[src/rtl/ram_string_transmitter_if.sv]
// Command, RAM-write and status bundle for ram_string_transmitter.
// Latency: none (wires only).
// Backpressure: none. busy tells the controller when a new start is accepted.
// Ports: master = system control side (drives writes/commands, sees status),
//        slave  = transmitter side. parity_odd exists only with TX_PARITY_EN.
interface ram_string_transmitter_if #(
    parameter int ADDR_BITS = 5,
    parameter int DATA_BITS = 8
);
    logic                 wr_en;
    logic [ADDR_BITS-1:0] wr_addr;
    logic [DATA_BITS-1:0] wr_data;
    logic                 start;
    logic                 abort;
    logic                 repeat_mode;
    logic [ADDR_BITS:0]   msg_length;
`ifdef TX_PARITY_EN
    logic                 parity_odd;
`endif
    logic                 tx;
    logic                 busy;
    logic                 done;
    logic [ADDR_BITS-1:0] char_index;

    modport master (
`ifdef TX_PARITY_EN
        output parity_odd,
`endif
        output wr_en, wr_addr, wr_data, start, abort, repeat_mode, msg_length,
        input  tx, busy, done, char_index
    );

    modport slave (
`ifdef TX_PARITY_EN
        input  parity_odd,
`endif
        input  wr_en, wr_addr, wr_data, start, abort, repeat_mode, msg_length,
        output tx, busy, done, char_index
    );
endinterface

[src/rtl/ram_string_transmitter.sv]
// Streams characters from an internal message RAM out of a UART TX line.
// Latency: tx falls 3 edges after start is sampled; 3 idle-high cycles between frames.
// Backpressure: start is accepted only in IDLE; writes are accepted at any time.
// Ports: clock (rising edge), reset (async, active low), bus (slave modport:
//        RAM write port, start/abort/repeat_mode/msg_length commands,
//        tx/busy/done/char_index status).
// Optional macro TX_PARITY_EN: adds a parity bit after the data bits and the
//        parity_odd input (0 = even, 1 = odd), sampled in LOAD.
module ram_string_transmitter #(
    parameter int CLK_FREQ  = 40000000,
    parameter int BAUD_RATE = 19200,
    parameter int DATA_BITS = 8,
    parameter int STOP_BITS = 1,
    parameter int ADDR_BITS = 5,
    parameter int DEPTH     = 32
) (
    input  logic clock,
    input  logic reset,
    ram_string_transmitter_if.slave bus
);
    localparam int BIT_CYCLES = CLK_FREQ / BAUD_RATE;
    localparam int CW         = $clog2(BIT_CYCLES);
`ifdef TX_PARITY_EN
    localparam int SHIFT_BITS = DATA_BITS + 1;
`else
    localparam int SHIFT_BITS = DATA_BITS;
`endif
    localparam logic [CW-1:0]      CNT_LAST   = CW'(BIT_CYCLES - 1);
    localparam logic [3:0]         SHIFT_LAST = 4'(SHIFT_BITS - 1);
    localparam logic [3:0]         STOP_LAST  = 4'(STOP_BITS - 1);
    localparam logic [ADDR_BITS:0] DEPTH_W    = (ADDR_BITS+1)'(DEPTH);
    localparam logic [ADDR_BITS:0] ONE_W      = (ADDR_BITS+1)'(1);

    typedef enum logic [2:0] {IDLE, FETCH, LOAD, START, DATA, STOP, GAP} state_t;

    state_t                state;
    logic [DATA_BITS-1:0]  mem [DEPTH];
    logic [DATA_BITS-1:0]  rd_data;
    logic [SHIFT_BITS-1:0] shreg;
    logic [CW-1:0]         cnt;
    logic [3:0]            bit_cnt;
    logic                  abort_seen;
    logic                  tx_r;
    logic                  busy_r;
    logic                  done_r;
    logic [ADDR_BITS-1:0]  idx_r;
    logic [ADDR_BITS:0]    eff_len;
    logic [ADDR_BITS:0]    next_idx;

    assign bus.tx         = tx_r;
    assign bus.busy       = busy_r;
    assign bus.done       = done_r;
    assign bus.char_index = idx_r;

    // Length is re-evaluated live, so a new msg_length lands at the next GAP decision.
    assign eff_len  = (bus.msg_length > DEPTH_W) ? DEPTH_W : bus.msg_length;
    assign next_idx = {1'b0, idx_r} + ONE_W;

    // Message RAM: no reset, read-first, out-of-range writes dropped.
    always_ff @(posedge clock) begin
        if (bus.wr_en && ({1'b0, bus.wr_addr} < DEPTH_W))
            mem[bus.wr_addr] <= bus.wr_data;
        rd_data <= mem[idx_r];
    end

    always_ff @(posedge clock or negedge reset) begin
        if (!reset) begin
            state      <= IDLE;
            tx_r       <= 1'b1;
            busy_r     <= 1'b0;
            done_r     <= 1'b0;
            idx_r      <= '0;
            cnt        <= '0;
            bit_cnt    <= '0;
            shreg      <= '0;
            abort_seen <= 1'b0;
        end else begin
            done_r <= 1'b0;

            // tx is the registered image of the previous state: this one-cycle lag
            // is what places the start bit on the third edge after start.
            case (state)
                START:   tx_r <= 1'b0;
                DATA:    tx_r <= shreg[0];
                default: tx_r <= 1'b1;
            endcase

            if (state != IDLE && bus.abort)
                abort_seen <= 1'b1;

            case (state)
                IDLE: begin
                    if (bus.start && eff_len != '0) begin
                        state      <= FETCH;
                        busy_r     <= 1'b1;
                        idx_r      <= '0;
                        abort_seen <= 1'b0;
                    end
                end
                FETCH: state <= LOAD;
                LOAD: begin
`ifdef TX_PARITY_EN
                    shreg <= {(^rd_data) ^ bus.parity_odd, rd_data};
`else
                    shreg <= rd_data;
`endif
                    cnt     <= '0;
                    bit_cnt <= '0;
                    state   <= START;
                end
                START: begin
                    if (cnt == CNT_LAST) begin
                        cnt   <= '0;
                        state <= DATA;
                    end else begin
                        cnt <= cnt + CW'(1);
                    end
                end
                DATA: begin
                    // Counter reloads at each bit boundary: no accumulated drift.
                    if (cnt == CNT_LAST) begin
                        cnt   <= '0;
                        shreg <= {1'b0, shreg[SHIFT_BITS-1:1]};
                        if (bit_cnt == SHIFT_LAST) begin
                            bit_cnt <= '0;
                            state   <= STOP;
                        end else begin
                            bit_cnt <= bit_cnt + 4'd1;
                        end
                    end else begin
                        cnt <= cnt + CW'(1);
                    end
                end
                STOP: begin
                    if (cnt == CNT_LAST) begin
                        cnt <= '0;
                        if (bit_cnt == STOP_LAST) begin
                            bit_cnt <= '0;
                            state   <= GAP;
                        end else begin
                            bit_cnt <= bit_cnt + 4'd1;
                        end
                    end else begin
                        cnt <= cnt + CW'(1);
                    end
                end
                GAP: begin
                    if (abort_seen || bus.abort) begin
                        state  <= IDLE;
                        busy_r <= 1'b0;
                    end else if (next_idx < eff_len) begin
                        idx_r      <= next_idx[ADDR_BITS-1:0];
                        abort_seen <= 1'b0;
                        state      <= FETCH;
                    end else begin
                        done_r <= 1'b1;
                        if (bus.repeat_mode) begin
                            idx_r      <= '0;
                            abort_seen <= 1'b0;
                            state      <= FETCH;
                        end else begin
                            state  <= IDLE;
                            busy_r <= 1'b0;
                        end
                    end
                end
                default: state <= IDLE;
            endcase
        end
    end
endmodule

[src/flat_wrapper.sv]
// flat-port wrapper written by rule: the top's interface ports become plain ports
module ram_string_transmitter_flat 
#(
    parameter int CLK_FREQ  = 40000000,
    parameter int BAUD_RATE = 19200,
    parameter int DATA_BITS = 8,
    parameter int STOP_BITS = 1,
    parameter int ADDR_BITS = 5,
    parameter int DEPTH     = 32
)
  (clock, reset, bus_wr_en, bus_wr_addr, bus_wr_data, bus_start, bus_abort, bus_repeat_mode, bus_msg_length, bus_tx, bus_busy, bus_done, bus_char_index);
  ram_string_transmitter_if #(.ADDR_BITS(ADDR_BITS), .DATA_BITS(DATA_BITS)) bus_i ();
  input  logic clock;
  input  logic reset;
  input wire logic [$bits(bus_i.wr_en)-1:0] bus_wr_en;
  input wire logic [$bits(bus_i.wr_addr)-1:0] bus_wr_addr;
  input wire logic [$bits(bus_i.wr_data)-1:0] bus_wr_data;
  input wire logic [$bits(bus_i.start)-1:0] bus_start;
  input wire logic [$bits(bus_i.abort)-1:0] bus_abort;
  input wire logic [$bits(bus_i.repeat_mode)-1:0] bus_repeat_mode;
  input wire logic [$bits(bus_i.msg_length)-1:0] bus_msg_length;
  output wire logic [$bits(bus_i.tx)-1:0] bus_tx;
  output wire logic [$bits(bus_i.busy)-1:0] bus_busy;
  output wire logic [$bits(bus_i.done)-1:0] bus_done;
  output wire logic [$bits(bus_i.char_index)-1:0] bus_char_index;
  assign bus_i.wr_en = bus_wr_en;
  assign bus_i.wr_addr = bus_wr_addr;
  assign bus_i.wr_data = bus_wr_data;
  assign bus_i.start = bus_start;
  assign bus_i.abort = bus_abort;
  assign bus_i.repeat_mode = bus_repeat_mode;
  assign bus_i.msg_length = bus_msg_length;
  assign bus_tx = bus_i.tx;
  assign bus_busy = bus_i.busy;
  assign bus_done = bus_i.done;
  assign bus_char_index = bus_i.char_index;
  ram_string_transmitter #(.CLK_FREQ(CLK_FREQ), .BAUD_RATE(BAUD_RATE), .DATA_BITS(DATA_BITS), .STOP_BITS(STOP_BITS), .ADDR_BITS(ADDR_BITS), .DEPTH(DEPTH)) u_core (.clock(clock), .reset(reset), .bus(bus_i));
endmodule
[config.mk]
export PLATFORM = sky130hd
export DESIGN_NAME = ram_string_transmitter_flat
export DESIGN_NICKNAME = d
export VERILOG_FILES = /design/src/rtl/ram_string_transmitter_if.sv /design/src/rtl/ram_string_transmitter.sv /design/src/flat_wrapper.sv
export SDC_FILE = /design/constraint.sdc
export NUM_CORES = 1
export LEC_CHECK = 0
export BUFFER_PORTS_ARGS = -buffer_cell sky130_fd_sc_hd__buf_4
export CORE_UTILIZATION = 35
export CTS_BUF_LIST = sky130_fd_sc_hd__clkbuf_8
export DETAILED_ROUTE_END_ITERATION = 16
export SYNTH_ARGS = -nofsm -noshare
export SYNTH_HDL_FRONTEND = slang
export SYNTH_SLANG_ARGS = --single-unit
export TNS_END_PERCENT = 30
[constraint.sdc]
create_clock -name clock -period 5.08 [get_ports clock]
set_input_delay 0.508 -clock clock [delete_from_list [all_inputs] [get_ports clock]]
set_output_delay 0.508 -clock clock [all_outputs]
set_load 0.01 [all_outputs]
==> metrics.md <==
| Metric | Value |
|---|---|
| Outcome | finished, final reports clean |
| Cell type with the largest total area after synthesis | edfxtp_1 |
| Worst EP required | 5.49 ns |
| Final wirelength | 26100 µm |
| CTS H-Tree Depth | 2 |
| Proportion of synthesized chip area in sequential cells | a little under three quarters |
| Final Skew | 0.0307 ns |
| IO Port Bufs | 32 |
| Post-layout minimum cycle time | 3.03 ns |
| Synth warn | 0 |
| Setup crit end kind | flip-flop |
| Post-Synthesis Cells | 734 |
| CP most frequent cell | ha_1 |
| Number of I/O pins | 33 |
| Initial Utilization | 35.5% |
| CTS tree | done |
| Number of global-route vias before repair | approximately 6700 |
| Inst Count DP | 1197 |
| Syn-to-layout area delta | 13.4% |
| Std cell rows | 68 |
| DPL Wire Length | between 15000 and 20000 µm |
| # setup viols final | 0 |
| Layout cell share with drive strength beyond 1 | between 15 and 20% |
| Routed Antenna Nets | 0 |
| Mapped Nets | 769 |
| Post-synth EDFFs | 256 |
| Avg Synthesized Cell Area | 16.7 µm² |
| Antenna cells | 0 |
| Final Max Slew Viols | 0 |
| Ys flop type | edfxtp_1 |
| Slew @ Worst Pin | 0.904 ns |
| Top delay family on crit path | flip-flops |
| Clock power share | between 30% and 40% |
| Routed vias | ~6700 |
| Largest net degree at the start of global routing | 47 |
| Startpoint Class | flip-flop |
| Starting DRT DRC Count | 438 |
| Async set-reset flop share out of synthesis | 12.0% |
| Yosys top cell area share | 62.6% |
| Worst-Skew Late Latency | 0.58 ns |
| Drt drc | 0 |
| CTS Sinks | 300 |
| Layout Cells excl Fill | 1289 |
| Setup WS post-layout | 2.05 ns |
| Post-Syn Area | 12300 µm² |
| FF/Latch Area | 8760 µm² |
| Pint | 4.21 mW |
| Fillcell total | between 3000 and 4000 |
| Multi-input combinational cell area | 3330 µm² |
| Hold Vio Cnt, Final | 0 |
| Die height | around 190 µm |
| Overall Power | 5.80 mW |
| Post-route cell area | around 14000 µm² |
| Setup repair after global routing missed its margin | false |
| Core area | between 30000 and 40000 µm² |
| Comb power frac | 14.6% |
| Max clock buf depth | 3 |
| Most frequent cell after synthesis | edfxtp_1 |
| Routability cong. | approximately 0.8 |
| Vias per cell | 5.16 |
| Initial antenna violation count | 0 |
| Dpl cell area | 13000 µm² |
| Post-CTS resize count | 0 |
| Worst relative slew slack | 39.5% |
| CP arrival | 3.44 ns |
| HP Class | input pin to flip-flop |
| Critical path buffers and inverters | 0 |
| Cell area power density | 416 nW/µm² |
| Top cells by count, synth | edfxtp_1, nor2_1, mux4_2 |
| WL/cell | 20.2 µm |
| Cell variety after synth | 52 |
| Switch Pwr | between 1.5 and 2 mW |
| Layout net count | 830 |
| Pre-CTS setup slack | 2.05 ns |
| Critical Path Slowest Stage Cell | dfrtp_4 |
| Total GRT Usage | 15.0% |
| Top post-synthesis cells by area | edfxtp_1, mux4_2, dfrtp_1, mux2i_1, nor2_1 |
| Overflow left after global routing | 0 |
| CP Cell Sequence | ha_1 -> nand3_1 -> xnor2_1 -> ha_1 -> nand2_1 -> o21ai_1 -> a211oi_2 -> or2_2 -> a31oi_1 |
| Max-cap violation count | 0 |
| Slowest cell delay on critical path | 0.90 ns |
| Net Sw Frac | 27.3% |
| Leakage | roughly 4.5 nW |
| DIE AREA | 35800 µm² |
| Final TNS setup | 0 ns |
| Worst vdd ir | 0.176 mV |
| Synth Register Bits | 300 |
| First-pass GRT wire length | 40400 µm |
| Tcrit/Tclk final | 59.7% |
| Root Buffer Master | clkbuf_8 |
| Die Width | 189 µm |
| Clk slew on worst S/H paths | 0.06 ns |
| TritonCTS buffer count | 50 |
| 1st-pass router iterations | 5 |
| Fmax | 0.330 GHz |
| WS Path Type | flip-flop to flip-flop |
| Sequential share of power | 50.9% |
| Crit path max fanout | between 40 and 50 |
[metal layers]
metal,global-route usage (%),routed length (µm),share of wire (%)
met1,21.6,12000,46
met2,23.0,12100,47
met3,2.91,1500,5.8
met4,4.37,412,1.6
met5,0,0,0
[worst reg2reg max path, cell delays in order (launching register included)]
cell and delay, ns:
dfrtp_4 0.90, ha_1 0.36, nand3_1 0.11, xnor2_1 0.22, ha_1 0.28, nand2_1 0.07, o21ai_1 0.11, a211oi_2 0.51
or2_2 0.24, a31oi_1 0.08
[cell usage in the layout (no fill, tap or decap), types with 26 or more instances in the layout]
cell type  instances
edfxtp_1         256
nor2_1            64
clkbuf_8          54
mux4_2            52
nand2_1           49
mux2i_1           37
buf_4             35
dfrtp_1           32
inv_1             28
o21ai_1           27
a21oi_1           26
[sequential cells by signal, indices dropped and copies added, names as in the netlist]
name                   count
u_core.mem               256
u_core.bus.tx              1
u_core.abort_seen          1
u_core.bit_cnt             4
u_core.bus.done            1
u_core.bus.busy            1
u_core.shreg               8
u_core.cnt                12
u_core.bus.char_index      5
u_core.rd_data             8
u_core.state               3
[repair_timing]
action                    CTS  global route
hold buffers                1             0
hold endpoints to repair   35             0
buffers inserted            0             0
[power groups by stage]
| stage | combinational [mW] | clock (mW) | sequential, mW |
|---|---|---|---|
| CTS | 0.860 | 2.04 | 2.95 |
| finish | 0.848 | 2.00 | 2.95 |
| global route | 0.942 | 2.14 | 2.98 |
| global placement | 0.852 | 0 | 3.00 |
| floorplan | 0.678 | 0 | 2.91 |
| detailed placement | 0.855 | 0 | 3.00 |
[path summary, 6_finish.rpt]
check	startpoint	endpoint	slack, ns	cells past startpoint
max	u_core.bus.char_index[1]$_DFFE_PN0P_	u_core.bus.char_index[2]$_DFFE_PN0P_	2.05	9
min	bus_abort	u_core.abort_seen$_DFF_PN0_	0.21	3
max reg2reg	u_core.bus.char_index[1]$_DFFE_PN0P_	u_core.bus.char_index[2]$_DFFE_PN0P_	2.05	9
min reg2reg	u_core.shreg[1]$_DFFE_PN0P_	u_core.shreg[1]$_DFFE_PN0P_	0.48	1
max in group asynchronous	reset	u_core.bus.char_index[1]$_DFFE_PN0P_	4.26	2
min in group asynchronous	reset	u_core.state[0]$_DFFE_PN0P_	0.43	2
[through the flow]
step,hold WS [ns],utilization (%)
after detailed placement,0.472,37.5
after global routing,0.231,40.3
after floorplan,0.212,-
after CTS,0.180,40.3
after global placement,0.470,37.5
final,0.206,40.3
[layout make-up]
| class | instances | area share [%] |
|---|---|---|
| multi-input cells | 395 | 23.9 |
| inverters | 12 | 0.324 |
| repair buffers | 36 | 1.96 |
| clock inverters | 37 | 1.46 |
| well taps | 455 | 4.09 |
| flip-flops and latches | 300 | 62.9 |
| clock buffers | 54 | 5.34 |
[kinds of logic after synthesis]
| kind of cell | count (synthesis) | synth area share (%) |
|---|---|---|
| adder cells (fa/ha/maj) | 10 | 1.02 |
| flip-flops | 300 | 71.3 |
| buffers and inverters | 39 | 1.55 |
| AND/OR/NAND/NOR | 181 | 6.98 |
| multiplexers | 104 | 13.9 |
| AO/OA/AOI/OAI | 96 | 4.92 |
| XOR/XNOR | 4 | 0.286 |
(Power assumes the default switching activity.)
